<file path="src/rtl/mic1_pkg.sv">
// Shared MIC-1 datapath encodings: B-bus selects, C-enable and memCtrl bit positions.
package mic1_pkg;

    localparam int DATA_WIDTH_DEF = 32;
    localparam int MBR_WIDTH_DEF  = 8;

    typedef enum logic [3:0] {
        B_MDR  = 4'd0,
        B_PC   = 4'd1,
        B_MBR  = 4'd2,
        B_MBRU = 4'd3,
        B_SP   = 4'd4,
        B_LV   = 4'd5,
        B_CPP  = 4'd6,
        B_TOS  = 4'd7,
        B_OPC  = 4'd8
    } bsel_e;

    localparam int C_MAR = 0;
    localparam int C_MDR = 1;
    localparam int C_PC  = 2;
    localparam int C_SP  = 3;
    localparam int C_LV  = 4;
    localparam int C_CPP = 5;
    localparam int C_TOS = 6;
    localparam int C_OPC = 7;
    localparam int C_H   = 8;

    localparam int M_FETCH = 0;
    localparam int M_READ  = 1;
    localparam int M_WRITE = 2;

endpackage

</file>
<file path="src/rtl/mem_handshake.sv">
// Memory rd/wr/fetch strobes, outstanding-request tracking and protocol error detection.
module mem_handshake import mic1_pkg::*; #(
    parameter int DATA_WIDTH  = DATA_WIDTH_DEF,
    parameter int MAX_PENDING = 1
) (
    input  logic                  clock,
    input  logic                  reset,
    input  logic [2:0]            memCtrl,
    input  logic [DATA_WIDTH-1:0] marNext,
    input  logic [DATA_WIDTH-1:0] mdrNext,
    input  logic [DATA_WIDTH-1:0] pcNext,
    input  logic                  memReadValid,
    input  logic                  fetchValid,
    output logic                  readAccept,
    output logic                  fetchAccept,
    output logic [DATA_WIDTH-1:0] memAddr,
    output logic [DATA_WIDTH-1:0] memWriteData,
    output logic [DATA_WIDTH-1:0] fetchAddr,
    output logic                  memRead,
    output logic                  memWrite,
    output logic                  fetchReq,
    output logic                  protocolError
);

    logic [1:0]            pend_q, pend_d;
    logic                  fpend_q, fpend_d;
    logic [DATA_WIDTH-1:0] addr_q, addr_d, wdata_q, wdata_d, faddr_q, faddr_d;
    logic                  rd_q, wr_q, freq_q, err_q;
    logic                  do_rd_s, do_wr_s, do_fetch_s, rd_full_s, err_s;

    // Request arbitration, pending bookkeeping and next-state for the strobes.
    always_comb begin
        do_wr_s     = memCtrl[M_WRITE];
        rd_full_s   = (pend_q == 2'(MAX_PENDING));
        do_rd_s     = memCtrl[M_READ] && !do_wr_s && !rd_full_s;
        do_fetch_s  = memCtrl[M_FETCH] && !fpend_q;
        readAccept  = memReadValid && (pend_q != 2'd0);
        fetchAccept = fetchValid && fpend_q;
        err_s       = (memCtrl[M_READ] && (do_wr_s || rd_full_s))
                    || (memCtrl[M_FETCH] && fpend_q)
                    || (memReadValid && !readAccept)
                    || (fetchValid && !fetchAccept);
        pend_d      = pend_q + {1'b0, do_rd_s} - {1'b0, readAccept};
        if (do_fetch_s) begin
            fpend_d = 1'b1;
        end else if (fetchAccept) begin
            fpend_d = 1'b0;
        end else begin
            fpend_d = fpend_q;
        end
        addr_d  = (do_wr_s || do_rd_s) ? marNext : addr_q;
        wdata_d = do_wr_s ? mdrNext : wdata_q;
        faddr_d = do_fetch_s ? pcNext : faddr_q;
    end

    // Handshake state and registered strobes.
    always_ff @(posedge clock) begin
        if (reset) begin
            pend_q  <= 2'd0;
            fpend_q <= 1'b0;
            addr_q  <= '0;
            wdata_q <= '0;
            faddr_q <= '0;
            rd_q    <= 1'b0;
            wr_q    <= 1'b0;
            freq_q  <= 1'b0;
            err_q   <= 1'b0;
        end else begin
            pend_q  <= pend_d;
            fpend_q <= fpend_d;
            addr_q  <= addr_d;
            wdata_q <= wdata_d;
            faddr_q <= faddr_d;
            rd_q    <= do_rd_s;
            wr_q    <= do_wr_s;
            freq_q  <= do_fetch_s;
            err_q   <= err_s;
        end
    end

    assign memAddr       = addr_q;
    assign memWriteData  = wdata_q;
    assign fetchAddr     = faddr_q;
    assign memRead       = rd_q;
    assign memWrite      = wr_q;
    assign fetchReq      = freq_q;
    assign protocolError = err_q;

endmodule

</file>
<file path="src/rtl/register_bank.sv">
// MIC-1 register bank: C-bus writes, B-bus/H sources and the memory handshake.
// Optional REG_BANK_FORWARD_EN bypasses same-cycle C-bus writes onto bBus/hOut.
module register_bank import mic1_pkg::*; #(
    parameter int DATA_WIDTH  = DATA_WIDTH_DEF,
    parameter int MBR_WIDTH   = MBR_WIDTH_DEF,
    parameter int MAX_PENDING = 1
) (
    input  logic                  clock,
    input  logic                  reset,
    input  logic [8:0]            cEnable,
    input  logic [DATA_WIDTH-1:0] cData,
    input  logic [3:0]            bSelect,
    input  logic [2:0]            memCtrl,
    output logic [DATA_WIDTH-1:0] bBus,
    output logic [DATA_WIDTH-1:0] hOut,
    output logic [DATA_WIDTH-1:0] memAddr,
    output logic                  memRead,
    output logic                  memWrite,
    output logic [DATA_WIDTH-1:0] memWriteData,
    input  logic [DATA_WIDTH-1:0] memReadData,
    input  logic                  memReadValid,
    output logic [DATA_WIDTH-1:0] fetchAddr,
    output logic                  fetchReq,
    input  logic [MBR_WIDTH-1:0]  fetchData,
    input  logic                  fetchValid,
    output logic                  protocolError
);

    logic [DATA_WIDTH-1:0] mar_q, mdr_q, pc_q, sp_q, lv_q, cpp_q, tos_q, opc_q, h_q;
    logic [DATA_WIDTH-1:0] mar_d, mdr_d, pc_d, sp_d, lv_d, cpp_d, tos_d, opc_d, h_d;
    logic [MBR_WIDTH-1:0]  mbr_q, mbr_d;
    logic [DATA_WIDTH-1:0] b_reg_s;
    logic                  read_accept_s, fetch_accept_s;

    // Next-state: returning memory data takes priority over a same-cycle C-bus write.
    always_comb begin
        mar_d = cEnable[C_MAR] ? cData : mar_q;
        pc_d  = cEnable[C_PC]  ? cData : pc_q;
        sp_d  = cEnable[C_SP]  ? cData : sp_q;
        lv_d  = cEnable[C_LV]  ? cData : lv_q;
        cpp_d = cEnable[C_CPP] ? cData : cpp_q;
        tos_d = cEnable[C_TOS] ? cData : tos_q;
        opc_d = cEnable[C_OPC] ? cData : opc_q;
        h_d   = cEnable[C_H]   ? cData : h_q;
        if (read_accept_s) begin
            mdr_d = memReadData;
        end else begin
            mdr_d = cEnable[C_MDR] ? cData : mdr_q;
        end
        mbr_d = fetch_accept_s ? fetchData : mbr_q;
    end

    // Register storage.
    always_ff @(posedge clock) begin
        if (reset) begin
            mar_q <= '0; mdr_q <= '0; pc_q  <= '0; sp_q  <= '0; lv_q <= '0;
            cpp_q <= '0; tos_q <= '0; opc_q <= '0; h_q   <= '0; mbr_q <= '0;
        end else begin
            mar_q <= mar_d; mdr_q <= mdr_d; pc_q  <= pc_d;  sp_q  <= sp_d;  lv_q <= lv_d;
            cpp_q <= cpp_d; tos_q <= tos_d; opc_q <= opc_d; h_q   <= h_d;   mbr_q <= mbr_d;
        end
    end

    // B-bus source mux from registered state.
    always_comb begin
        case (bSelect)
            B_MDR:   b_reg_s = mdr_q;
            B_PC:    b_reg_s = pc_q;
            B_MBR:   b_reg_s = {{(DATA_WIDTH-MBR_WIDTH){mbr_q[MBR_WIDTH-1]}}, mbr_q};
            B_MBRU:  b_reg_s = {{(DATA_WIDTH-MBR_WIDTH){1'b0}}, mbr_q};
            B_SP:    b_reg_s = sp_q;
            B_LV:    b_reg_s = lv_q;
            B_CPP:   b_reg_s = cpp_q;
            B_TOS:   b_reg_s = tos_q;
            B_OPC:   b_reg_s = opc_q;
            default: b_reg_s = '0;
        endcase
    end

`ifdef REG_BANK_FORWARD_EN
    logic fwd_s;

    // Bypass hit: the selected register is being written this cycle (MBR has no C-bus port).
    always_comb begin
        case (bSelect)
            B_MDR:   fwd_s = cEnable[C_MDR];
            B_PC:    fwd_s = cEnable[C_PC];
            B_SP:    fwd_s = cEnable[C_SP];
            B_LV:    fwd_s = cEnable[C_LV];
            B_CPP:   fwd_s = cEnable[C_CPP];
            B_TOS:   fwd_s = cEnable[C_TOS];
            B_OPC:   fwd_s = cEnable[C_OPC];
            default: fwd_s = 1'b0;
        endcase
    end

    assign bBus = fwd_s ? cData : b_reg_s;
    assign hOut = cEnable[C_H] ? cData : h_q;
`else
    assign bBus = b_reg_s;
    assign hOut = h_q;
`endif

    mem_handshake #(
        .DATA_WIDTH  (DATA_WIDTH),
        .MAX_PENDING (MAX_PENDING)
    ) u_mem_handshake (
        .clock         (clock),
        .reset         (reset),
        .memCtrl       (memCtrl),
        .marNext       (mar_d),
        .mdrNext       (mdr_d),
        .pcNext        (pc_d),
        .memReadValid  (memReadValid),
        .fetchValid    (fetchValid),
        .readAccept    (read_accept_s),
        .fetchAccept   (fetch_accept_s),
        .memAddr       (memAddr),
        .memWriteData  (memWriteData),
        .fetchAddr     (fetchAddr),
        .memRead       (memRead),
        .memWrite      (memWrite),
        .fetchReq      (fetchReq),
        .protocolError (protocolError)
    );

endmodule

</file>
<file path="config.mk">
export PLATFORM = sky130hd
export DESIGN_NAME = register_bank
export DESIGN_NICKNAME = d
export VERILOG_FILES = /design/src/rtl/mic1_pkg.sv /design/src/rtl/mem_handshake.sv /design/src/rtl/register_bank.sv
export SDC_FILE = /design/constraint.sdc
export NUM_CORES = 1
export LEC_CHECK = 0
export ABC_AREA = 1
export BUFFER_PORTS_ARGS = -buffer_cell sky130_fd_sc_hd__buf_2
export CAP_MARGIN = 10
export CORE_AREA = 2 2 172 174
export CTS_CLUSTER_DIAMETER = 100
export DETAILED_ROUTE_END_ITERATION = 8
export DIE_AREA = 0 0 174 176
export PLACE_DENSITY = 0.79
export SLEW_MARGIN = 20
export SYNTH_ARGS = -nofsm -noshare
export SYNTH_HDL_FRONTEND = slang
export SYNTH_SLANG_ARGS = --single-unit
</file>
<file path="constraint.sdc">
create_clock -name clock -period 2.15 [get_ports clock]
set_input_delay 0.1075 -clock clock [delete_from_list [all_inputs] [get_ports clock]]
set_output_delay 0.1075 -clock clock [all_outputs]
set_load 0.01 [all_outputs]
</file>
==> run_results.csv <==
group,metric,value,unit
setup_path,worstPathMaxFanout,17,
placement,dp_hpwl,35500,µm
setup_path,path_class,"flip-flop to output pin",
grt,grt_pass1_wl,82300,µm
synthesis,yosysWarnings,0,
setup_path,reg2reg_from,"u_mem_handshake.pend_q[0]",
routing,drc_errors,0,
floorplanning,chipWidth,174,µm
timing,slew_violations,0,
floorplanning,row_count,62,
setup_path,cp.arrival,1.92,ns
min_path,min_from,"cData[20]",
synthesis,synthCells,2224,
cts,cts_made_buffers,42,
status,outcome,"complete, no violations",
grt,grt_max_degree,134,
synthesis,async_reset_ff_share,0,%
grt,grt_overflow,0,
setup_path,end_kind,"output pin",
timing,hold-worst-slack,0.00941,ns
floorplanning,ios,256,
setup_path,cp_data_required_time,2.04,ns
synthesis,yosysTopAreaCell,"dfxtp_1",
cts,clock-root-buffer,"clkbuf_16",
timing,setup_ws,0.119,ns
synthesis,ys_top_cells_by_count,"399 x dfxtp_1, 346 x nand2_1, 313 x o21ai_0",
cts,insertion_delay,0.54,ns
routing,antenna_left,0,
synthesis,yosysTopAreaCellShare,49.4,%
synthesis,syn_area_per_cell,7.27,µm²
setup_path,reg2reg_to,"mdr_q[25]",
min_path,hold_depth,3,
routing,avgViaCountPerCell,5.79,
floorplanning,die_h,176,µm
timing,min_period,2.03,ns
cts,htreeDepth,2,
routing,drtIter0Drc,2001,
placement,gp_congestion,0.928,
timing,fmax,492,MHz
grt,grt.total_usage,33.8,%
pwr,powerDensity,956,nW/µm²
synthesis,ys.flop_type,"dfxtp_1",
synthesis,synth_area_leaders,"dfxtp_1 49%, o21ai_0 9.7%, nand2_1 8.0%",
setup_path,rrSetupSlack,0.27,ns
final_layout,drive_gt1_share,15.7,%
timing,final.setup.tns,0,ns
synthesis,synth.most_common_cell,"dfxtp_1",
synthesis,synth-seq-cells,399,
timing,hold_viol,0,
cts,cts.clk_slew.worst_paths,0.06,ns
grt,grt_pass1_vias,15358,
synthesis,synth-edff-count,0,
cts,ctsHoldBuffers,49,
routing,wl_per_cell,18.7,µm
timing,finalSetupViolations,0,
job,maxCapViolCount,0,
cts,post_cts_buffers,0,
pwr,ir_worst_vdd,589,µV
synthesis,synth_nets,2318,
routing,drt-total-wl,53500,µm
min_path,hp-class,"primary input to flip-flop",
floorplanning,initial_core_util,56.6,%
placement,dp_slack,0.534,ns
synthesis,syn_area,16200,µm²
timing,fin_crit_sh,94.4,%
final_layout,area_growth,21.0,%
final_layout,nets,2539,
cts,ctsResizeCount,0,
synthesis,yosysSeqAreaShare,49.4,%
cts,clock_path_buffers,3,
timing,grt_setup_unrepaired,"false",
synthesis,synth.distinct_cells,25,
floorplanning,dieArea,30600,µm²
timing,tightest_slew,0.652,ns
setup_path,reg2reg_depth,6,
cts,cts.sinks,399,
final_layout,nFillCells,2423,
timing,slew-limit-headroom,56.5,%
min_path,hold_end,"lv_q[20]",
routing,vias,16567,
placement,numPortBuffers,255,
routing,drt_first_pass_iters,6,
pwr,p_leak,9.22,nW
setup_path,crit_path_start_kind,"flip-flop",
timing,fin_skew,0.0126,ns
floorplanning,core_area,28500,µm²
grt,antenna_found_initial,2,
cts,cts_tree,"yes",
## layout make-up
cell class              count  area (µm²)  area share, %
flip-flops and latches    399        7990           40.8
multi-input cells        1506        6920           35.4
repair buffers            349        2260           11.6
clock buffers              59        1240           6.33
inverters                 147         557           2.85
well taps                 384         480           2.46
clock inverters            12         116          0.595
diodes                      3        7.51         0.0384
## stage by stage
stage / util, % / std cells / area (µm²) / total power [mW]
floorplan: - / 2224 / 16200 / 10.3
global placement: 62.0 / 2736 / 17700 / 11.4
detailed placement: 62.0 / 2736 / 17700 / 11.5
CTS: 68.5 / 2856 / 19600 / 18.6
global route: 68.5 / 2858 / 19600 / 19.4
finish: 68.5 / 2859 / 19600 / 18.7
## worst max path at each step
stage | start | end | slack (ns) | cells after the start
floorplan | u_mem_handshake.pend_q[0] | u_mem_handshake.pend_q[1] | 0.46 | 9
global placement | bSelect[2] | bBus[15] | 0.57 | 9
detailed placement | bSelect[2] | bBus[15] | 0.53 | 9
CTS | mbr_q[7] | bBus[19] | 0.20 | 6
global route | mbr_q[7] | bBus[10] | 0.11 | 6
finish | mbr_q[7] | bBus[10] | 0.12 | 6
## report_power, final
part           switching (mW)  internal, mW
Clock                    2.94          4.24
Sequential              0.366          8.11
Combinational            2.03          1.03
## cells in the final DEF (no fill, tap or decap), types with 6 or more instances in the layout
cell,Yosys,layout
o21ai_1,12,12
inv_1,133,132
or2_2,11,11
nor2_1,276,276
buf_12,0,12
o21a_1,32,32
buf_4,9,35
dlygate4sd3_1,0,49
a21oi_1,258,258
nand3_1,211,211
clkbuf_8,0,6
clkinv_1,12,12
nor3_1,33,33
nand2_1,346,346
clkinv_2,0,8
buf_2,37,253
clkbuf_1,115,8
dfxtp_1,399,399
clkbuf_16,0,45
o21ai_0,313,313
## routing by layer
metal | GRT usage, % | vias up | part of all wire (%)
met2 | 54.6 | 1017 | 46
met3 | 6.65 | 158 | 9.9
li1 | - | 7765 | -
met4 | 17.2 | 0 | 4.7
met1 | 43.3 | 7627 | 39
met5 | 0 | - | 0
## cell families (layout without fill, tap and decap cells)
kind of cell	Yosys count	after routing	synth area share (%)
flops	399	399	49.4
compound gates	618	618	19.7
other cells	0	3	0
simple gates	885	885	22.8
fa+ha+maj	2	2	0.155
buf+inv	319	567	7.90
xor+xnor	1	1	0.0542
## critical path: stages, from the launching register on
cell and delay (ns):
dfxtp_1 0.35, nand3_1 0.12, buf_4 0.26, nand3_1 0.10
nor2_1 0.30, nand2_1 0.11, buf_2 0.16
Power figures use the tool's default switching activity.
